**config.mk**
```make
export PLATFORM = sky130hd
export DESIGN_NAME = detector_jogada
export DESIGN_NICKNAME = d
export VERILOG_FILES = /design/src/rtl/detector_jogada_pkg.sv /design/src/rtl/detector_jogada_sincronizador_2ff.sv /design/src/rtl/detector_jogada.sv
export SDC_FILE = /design/constraint.sdc
export NUM_CORES = 1
export LEC_CHECK = 0
export CAP_MARGIN = 20
export CORE_AREA = 2 2 62 64
export DETAILED_ROUTE_END_ITERATION = 6
export DIE_AREA = 0 0 64 66
export GPL_TIMING_DRIVEN = 0
export HOLD_SLACK_MARGIN = 0.05
export MAX_ROUTING_LAYER = met4
export PLACE_DENSITY = 0.69
export SLEW_MARGIN = 5
export SYNTH_ARGS = -nofsm -noshare
export SYNTH_HDL_FRONTEND = slang
export SYNTH_SLANG_ARGS = --single-unit
```
**constraint.sdc**
```tcl
create_clock -name clock -period 2.3 [get_ports clock]
set_clock_uncertainty 0.05 [all_clocks]
set_input_delay 0.345 -clock clock [delete_from_list [all_inputs] [get_ports clock]]
set_output_delay 0.345 -clock clock [all_outputs]
set_load 0.02 [all_outputs]
```
**src/rtl/detector_jogada_pkg.sv**
```systemverilog
// Shared definitions for the memory-game input stage: FSM codes, default bus width
// and the one-hot test used on the synchronised button bus.
package detector_jogada_pkg;

  localparam int N_BOTOES_PADRAO = 4;
  localparam int VEC_MAX         = 32;

  localparam logic [1:0] OCIOSO      = 2'd0;
  localparam logic [1:0] ESTABILIZA  = 2'd1;
  localparam logic [1:0] PRESSIONADO = 2'd2;
  localparam logic [1:0] SOLTANDO    = 2'd3;

  // Callers zero-extend narrower buses to VEC_MAX bits.
  function automatic logic um_quente(input logic [VEC_MAX-1:0] v);
    return (v != '0) && ((v & (v - VEC_MAX'(1))) == '0);
  endfunction

endpackage

```
**src/rtl/detector_jogada_sincronizador_2ff.sv**
```systemverilog
// Two-flop synchroniser for an asynchronous bus; each bit is synchronised independently.
module sincronizador_2ff #(
  parameter int W = 4
) (
  input  logic         clk_i,
  input  logic         rst_n_i,
  input  logic [W-1:0] d_i,
  output logic [W-1:0] q_o
);

  logic [W-1:0] meta_q;
  logic [W-1:0] sinc_q;

  always_ff @(posedge clk_i or negedge rst_n_i) begin
    if (!rst_n_i) begin
      meta_q <= '0;
      sinc_q <= '0;
    end else begin
      meta_q <= d_i;
      sinc_q <= meta_q;
    end
  end

  assign q_o = sinc_q;

endmodule

```
**src/rtl/detector_jogada.sv**
```systemverilog
// Button input stage: synchronise, debounce press and release, accept single-button
// presses while enabled, and emit a latched one-hot move plus a one-cycle strobe.
module detector_jogada
  import detector_jogada_pkg::*;
#(
  parameter int N_BOTOES        = N_BOTOES_PADRAO,
  parameter int DEBOUNCE_CICLOS = 50000,
  parameter int W_CONT          = 16
) (
  input  logic                clock,
  input  logic                reset,
  input  logic                habilita,
  input  logic [N_BOTOES-1:0] botoes,
  output logic [N_BOTOES-1:0] jogada,
  output logic                jogada_feita,
  output logic                multiplos,
  output logic [3:0]          db_estado
);

  localparam logic [W_CONT-1:0] LIMITE = W_CONT'(DEBOUNCE_CICLOS - 1);

  logic [N_BOTOES-1:0] sb;

  logic [1:0]          estado_q, estado_d;
  logic [W_CONT-1:0]   cont_q,   cont_d;
  logic [N_BOTOES-1:0] cand_q,   cand_d;
  logic [N_BOTOES-1:0] jogada_q, jogada_d;
  logic                feita_q,  feita_d;
  logic                mult_q,   mult_d;
  logic                sb_um;

  sincronizador_2ff #(.W(N_BOTOES)) u_sinc (
    .clk_i  (clock),
    .rst_n_i(reset),
    .d_i    (botoes),
    .q_o    (sb)
  );

  assign sb_um = um_quente(VEC_MAX'(sb));

  always_comb begin
    estado_d = estado_q;
    cont_d   = cont_q;
    cand_d   = cand_q;
    jogada_d = jogada_q;
    feita_d  = 1'b0;
    mult_d   = (estado_q == OCIOSO) && (sb != '0) && !sb_um;

    case (estado_q)
      OCIOSO: begin
        cont_d = '0;
        if (habilita && sb_um) begin
          estado_d = ESTABILIZA;
          cand_d   = sb;
        end
      end
      ESTABILIZA: begin
        // Any bus change or loss of the turn restarts detection from idle.
        if ((sb != cand_q) || !habilita) begin
          estado_d = OCIOSO;
          cont_d   = '0;
        end else if (cont_q == LIMITE) begin
          estado_d = PRESSIONADO;
          jogada_d = cand_q;
          feita_d  = 1'b1;
          cont_d   = '0;
        end else begin
          cont_d = cont_q + W_CONT'(1);
        end
      end
      PRESSIONADO: begin
        cont_d = '0;
        if (sb == '0) estado_d = SOLTANDO;
      end
      SOLTANDO: begin
        if (sb != '0) begin
          estado_d = PRESSIONADO;
          cont_d   = '0;
        end else if (cont_q == LIMITE) begin
          estado_d = OCIOSO;
          cont_d   = '0;
        end else begin
          cont_d = cont_q + W_CONT'(1);
        end
      end
      default: begin
        estado_d = OCIOSO;
        cont_d   = '0;
      end
    endcase
  end

  always_ff @(posedge clock or negedge reset) begin
    if (!reset) begin
      estado_q <= OCIOSO;
      cont_q   <= '0;
      cand_q   <= '0;
      jogada_q <= '0;
      feita_q  <= 1'b0;
      mult_q   <= 1'b0;
    end else begin
      estado_q <= estado_d;
      cont_q   <= cont_d;
      cand_q   <= cand_d;
      jogada_q <= jogada_d;
      feita_q  <= feita_d;
      mult_q   <= mult_d;
    end
  end

  assign jogada       = jogada_q;
  assign jogada_feita = feita_q;
  assign multiplos    = mult_q;
  assign db_estado    = {2'b00, estado_q};

endmodule

```
==> results.yml, run 1 <==
place:
  gpl.final_weighted_congestion: 0.884
  dp_hpwl_um: 2290
  place.port_buffers: 14
  placed_cell_area_um2: 1910
drt:
  routed_via_density: 5.55
  drt_first_iter_violations: 73
  dr_total_vias: 1283
  drt_first_pass_iters: 4
  drc_errors_left: 0
  routed_wire_length_per_instance_um: 14.0
  drtAntennaViolNets: 0
  totalWireLength_um: 3230
clock_network:
  numCtsBuffers: 5
  cts.htree.levels: 2
  cts_tree: "done"
  clk_transition_reported_paths_ns: 0.11
  clock_path_buffers: 2
  clkLatencyLatePin_ns: 0.33
  cts_sinks: 36
  root_buffer: "sky130_fd_sc_hd__clkbuf_4"
worst_setup_path:
  end_kind: "register"
  cp_data_arrival_time_ns: 2.33
  worst_setup_path_start_kind: "register"
  crit_type: "register to register"
  timing.critical_path.required_ns: 2.45
  crit_path_max_fanout: 10
sta:
  timing_worst_slew_pin_value_ns: 0.753
  setup-violations-final: 0
  hold_violations: 0
  fmaxAchievable_ghz: 0.458
  share_of_the_cycle_needed_by_the_critical_path_after_routing_pct: 95.0
  period_minus_slack_ns: 2.19
  slew_headroom_pct: 49.8
  holdWs_ns: 0.305
  timing.final.max_slew_violations: 0
  rsz_0062_raised_after_global_routing: "no"
floorplan:
  ios: 17
  core_um2: 3550
  die_area_um2: 4220
  dieWidth_um: 64
  die_h_um: 66
  start_util_pct: 48.3
  num_rows: 22
synth:
  synth_cell_type_count: 44
  total_of_flip_flops_plus_latches_after_synthesis: 36
  ys_warn_count: 0
  synth.largest_area_cell: "sky130_fd_sc_hd__dfrtp_1"
  yosys_most_used_dff: "sky130_fd_sc_hd__dfrtp_1"
  post-synth-top-area-fraction_pct: 52.6
  synth.avg_cell_area_um2: 10.9
  netlist_top_cells_area: "sky130_fd_sc_hd__dfrtp_1, sky130_fd_sc_hd__nor3_1, sky130_fd_sc_hd__xnor2_1, sky130_fd_sc_hd__xor2_1, sky130_fd_sc_hd__nor3b_1"
  synth-seq-area-share_pct: 52.6
  yosys.cell_count.top_type: "sky130_fd_sc_hd__dfrtp_1"
  synth_common_cells: "sky130_fd_sc_hd__dfrtp_1, sky130_fd_sc_hd__nor3_1, sky130_fd_sc_hd__xnor2_1, sky130_fd_sc_hd__xor2_1, sky130_fd_sc_hd__nor2_1"
  synth_area_um2: 1710
  syn_inst: 157
  async_reset_ff_share_pct: 100
  synth-edff-count: 0
pwr:
  powerDensity_nw_per_um2: 562
  switching_share_pct: 23.9
  flop_pwr_share_pct: 60.0
  internal_power_mw: 0.856
  share_clk_of_total_power_pct: 30.6
  switching_power_mw: 0.269
  vdd_ir_drop_max_v: 0.000362
  power_frac_comb_pct: 9.4
  leakagePower_nw: 0.809
job:
  max_cap_violations: 0
global_routing:
  gr-usage-all-layers_pct: 18.8
  antenna_violations_before_repair: 0
  grt_first_pass_wirelength_um: 5910
  globalRouteMet3Util_pct: 3.58
  number_of_global_route_vias_before_repair: 1281
  gr-max-usage-layer: "met2"
  grt_util_met2_pct: 29.2
  largest_net_degree_at_the_start_of_global_routing: 37
  grtUsageMet1_pct: 23.5
  gr-total-overflow: 0
final_layout:
  area.growth.synth_to_final_pct: 16.9
  nets: 190
  fin_util_pct: 56.4
  post-route-cell-area_um2: 2000
  share_of_post_route_cells_with_drive_strength_above_1_pct: 10.4
  num_antenna_cells: 0
worst_hold_path:
  worst_hold_path_type: "register to register"
status:
  outcome: "finished, final reports clean"
[worst max-delay path, cell delays in order (launching register included)]
cell	delay (ns)
sky130_fd_sc_hd__dfrtp_1	0.45
sky130_fd_sc_hd__or4bb_1	0.59
sky130_fd_sc_hd__nor4_4	0.38
sky130_fd_sc_hd__clkbuf_1	0.43
sky130_fd_sc_hd__nor3_1	0.14
[power by group through the flow]
stage	sequential [mW]	clock, mW	combinational (mW)
2_1_floorplan	0.686	0	0.0640
3_3_place_gp	0.687	0	0.104
3_5_place_dp	0.688	0	0.105
4_1_cts	0.675	0.354	0.108
5_1_grt	0.678	0.386	0.119
6_report	0.675	0.344	0.106
[placed cells by master (no fill, tap or decap), drive strengths merged, types with 2 or more instances in the layout]
| master | n |
|---|---|
| buf | 6 |
| clkbuf | 14 |
| nor2 | 8 |
| a211oi | 3 |
| inv | 2 |
| dfrtp | 36 |
| nor3b | 5 |
| a22o | 2 |
| nand2 | 6 |
| nor3 | 19 |
| nand3 | 8 |
| a21oi | 2 |
| and3 | 3 |
| o21ai | 2 |
| nand4 | 5 |
| nor4 | 3 |
| mux2 | 4 |
| xor2 | 9 |
| clkdlybuf4s50 | 13 |
| or4 | 2 |
| xnor2 | 9 |
| conb | 2 |
| a32o | 2 |
[final cells by class]
class / instances / area (µm²)
plain buffers: 9 / 42.5
clock buffers: 8 / 58.8
fillers: 307 / 1550
inverters: 2 / 7.51
multi-input cells: 111 / 773
flip-flops and latches: 36 / 901
well taps: 48 / 60.1
repair buffers: 17 / 160
[cell families (layout without fill, tap and decap cells)]
group | count (synthesis) | count (layout) | share of synthesized area [%]
compound gates | 19 | 19 | 8.40
buf+inv | 11 | 36 | 2.85
simple gates | 66 | 66 | 22.8
mux | 5 | 5 | 3.21
flops | 36 | 36 | 52.6
xor+xnor | 18 | 18 | 9.20
fa+ha+maj | 1 | 1 | 0.730
other cells | 1 | 2 | 0.219
[what timing repair did]
item / CTS / global route
setup buffers: 2 / 0
setup endpoints to repair: 15 / 10
hold endpoints to repair: 20 / 0
resized for setup: 1 / 2
hold buffers: 1 / 0
pin swaps: 1 / 0
[path summary, 6_finish.rpt]
kind                                                  from  cells past startpoint                 endpoint  slack [ns]
min in group asynchronous                            reset                      2    jogada[2]$_DFFE_PN0P_        0.56
worst max register to register        cont_q[12]$_DFF_PN0_                      4      cont_q[5]$_DFF_PN0_        0.11
worst min register to register  u_sinc.meta_q[2]$_DFF_PN0_                      0  u_sinc.q_o[2]$_DFF_PN0_        0.31
worst max-delay path                  cont_q[12]$_DFF_PN0_                      4      cont_q[5]$_DFF_PN0_        0.11
worst min-delay path            u_sinc.meta_q[2]$_DFF_PN0_                      0  u_sinc.q_o[2]$_DFF_PN0_        0.31
max in group asynchronous                            reset                      2  u_sinc.q_o[3]$_DFF_PN0_        1.16
[sequential cells by signal, summed over array words and instances (netlist names)]
signal	cells
u_sinc.q_o	4
cand_q	4
multiplos	1
estado_q	2
jogada	4
jogada_feita	1
cont_q	16
u_sinc.meta_q	4
[metal layers]
| layer | vias to the layer above | wire length (µm) |
|---|---|---|
| li1 | 621 | - |
| met1 | 631 | 1530 |
| met2 | 27 | 1560 |
| met3 | 4 | 102 |
| met4 | 0 | 46 |
| met5 | - | 0 |
[metrics by stage]
step                cells  power, mW  worst slack [ns]  TNS (ns)
CTS                   231       1.14            0.0985         0
global route          231       1.18            0.0185         0
global placement      220      0.791           -0.0780    -0.437
detailed placement    220      0.793            -0.113     -1.16
floorplan             158      0.750             0.195         0
finish                231       1.13             0.115         0
(Power assumes the default switching activity.)
==> inputs of run 2 (changes only) <==
ABC_CLOCK_PERIOD_IN_PS = 2300   (was default)
TNS_END_PERCENT = 20   (was default)
==> results of run 2 <==
No change in the layout: final DEF, timing and power equal those of run 1.
==> inputs of run 3 (changes only) <==
SETUP_SLACK_MARGIN = 0.05   (was default)
SLEW_MARGIN = 25   (was 5)
==> run 3 against run 2 <==
- global-route usage up 0.38 points
- sequential power about the same
- final area up 1.1%
- cell count up 0.43%
- hold slack worse by 0.020 ns
- non-clock buffer count up 1
- sequential cell count unchanged
- critical path type unchanged
- largest cell class unchanged
==> results.yml, run 3 (same netlist as run 1, synthesis figures left out) <==
status:
  outcome: "finished, final reports clean"
final_layout:
  post-route-cell-area_um2: 2030
  share_of_post_route_cells_with_drive_strength_above_1_pct: 12.0
  registers.top_by_ff_count: "cont_q"
  layout.cells.most_common_list: "sky130_fd_sc_hd__dfrtp_1, sky130_fd_sc_hd__nor3_1, sky130_fd_sc_hd__clkdlybuf4s50_1"
  final.fill_count: 310
  nets: 191
  max_ffs_per_register: 16
  num_antenna_cells: 0
  finalNonFillerCells: 232
  area.growth.synth_to_final_pct: 18.2
  layout_commonest_cell: "sky130_fd_sc_hd__dfrtp_1"
worst_setup_path:
  rrSetupSlack_ns: 0.11
  timing.critical_path.required_ns: 2.48
  crit_type: "register to register"
  crit_path_max_fanout: 6
  critical_path.cell_chain: "or4bb_1 > nor4_4 > nand3_2 > mux2_1"
  end_kind: "register"
  critical_path.n_buffers_inverters: 0
  worst_setup_path_start_kind: "register"
  timing.critical_path.slowest_cell_delay_ns: 0.59
  critical_path.top_delay_family: "simple AND/OR/NAND/NOR gates"
  cp_data_arrival_time_ns: 2.37
  cpMaxStageDelayCell: "sky130_fd_sc_hd__or4bb_1"
floorplan:
  num_rows: 22
  die_h_um: 66
  start_util_pct: 48.3
  core_um2: 3550
  ios: 17
  die_area_um2: 4220
  dieWidth_um: 64
drt:
  routed_wire_length_per_instance_um: 14.3
  drtAntennaViolNets: 0
  routed_via_density: 5.58
  totalWireLength_um: 3320
  drt_first_iter_violations: 48
  dr_total_vias: 1294
  drc_errors_left: 0
  drt_first_pass_iters: 4
clock_network:
  cts_sinks: 36
  numCtsBuffers: 5
  clock_path_buffers: 2
  cts_tree: "done"
  clk_transition_reported_paths_ns: 0.10
  clkLatencyLatePin_ns: 0.34
  cts.htree.levels: 2
  root_buffer: "sky130_fd_sc_hd__clkbuf_4"
sta:
  slew_headroom_pct: 63.9
  rsz_0062_raised_after_global_routing: "yes"
  period_minus_slack_ns: 2.19
  setup_slack_ns: 0.112
  setup-violations-final: 0
  hold_violations: 0
  share_of_the_cycle_needed_by_the_critical_path_after_routing_pct: 95.1
  timing.final.max_slew_violations: 0
  fmaxAchievable_ghz: 0.457
  timing_worst_slew_pin_value_ns: 0.537
  tns_ns: 0
pwr:
  powerDensity_nw_per_um2: 562
  leakagePower_nw: 0.825
  vdd_ir_drop_max_v: 0.000344
place:
  place.port_buffers: 14
  placed_cell_area_um2: 1930
  placement.setup.worst_slack_ns: -0.142
  gpl.final_weighted_congestion: 0.884
  dp_hpwl_um: 2390
  post-place-cells: 221
global_routing:
  number_of_global_route_vias_before_repair: 1263
  largest_net_degree_at_the_start_of_global_routing: 33
  gr-usage-all-layers_pct: 19.1
  grt_first_pass_wirelength_um: 5900
  gr-total-overflow: 0
  antenna_violations_before_repair: 0
worst_hold_path:
  worst_hold_path_type: "input pin to asynchronous set/reset pin"
job:
  max_cap_violations: 0
run 3: cell count changes in the layout (fill, tap and decap cells not counted):
cell / previous run / this run
sky130_fd_sc_hd__buf_12: 0 / 1
sky130_fd_sc_hd__clkbuf_2: 1 / 3
sky130_fd_sc_hd__clkbuf_1: 7 / 5
run 3: what timing repair did:
item | CTS | global route
cloned | 0 | 0
setup buffers | 2 | 0
resized for setup | 1 | 6
hold buffers | 1 | 0
setup endpoints to repair | 15 | 13
pin swaps | 1 | 0
endpoints found under the hold margin | 36 | 0
run 3: stage by stage:
stage / hold WS, ns / total power [mW] / utilization, %
final: 0.285 / 1.14 / 57.0
after global routing: 0.274 / 1.20 / 57.0
after CTS: 0.284 / 1.15 / 56.9
after detailed placement: 0.125 / 0.798 / 54.4
after global placement: 0.282 / 0.791 / 54.0
after floorplan: -0.000591 / 0.750 / -
run 3: worst paths after layout:
path / from / end / depth (start not counted)
max: cont_q[12]$_DFF_PN0_ / jogada[1]$_DFFE_PN0P_ / 4
min: reset / cand_q[1]$_DFFE_PN0P_ / 2
max reg2reg: cont_q[12]$_DFF_PN0_ / jogada[1]$_DFFE_PN0P_ / 4
min reg2reg: u_sinc.meta_q[0]$_DFF_PN0_ / u_sinc.q_o[0]$_DFF_PN0_ / 0
max in group asynchronous: reset / u_sinc.q_o[1]$_DFF_PN0_ / 3
min in group clock: u_sinc.meta_q[0]$_DFF_PN0_ / u_sinc.q_o[0]$_DFF_PN0_ / 0
run 3: where the power goes:
group	switching (mW)	total (mW)	internal [mW]
clock	0.200	0.351	0.151
combinational	0.0581	0.112	0.0538
sequential	0.0200	0.675	0.655
run 3: layout make-up:
cell class / instances / area [µm²] / area share, %
inverter: 2 / 7.51 / 0.371
buffer: 9 / 45.0 / 2.22
multi-input combinational: 111 / 773 / 38.2
sequential: 36 / 901 / 44.5
clock buffer: 8 / 58.8 / 2.90
timing repair buffer: 18 / 180 / 8.89
tap: 48 / 60.1 / 2.96
run 3: layer usage:
layer / vias up / routed length, µm / global-route usage, %
met1: 636 / 1500 / 23.8
met4: 0 / 48 / 6.79
met2: 29 / 1610 / 29.9
met3: 6 / 159 / 5.62
met5: - / 0 / -
li1: 623 / - / -
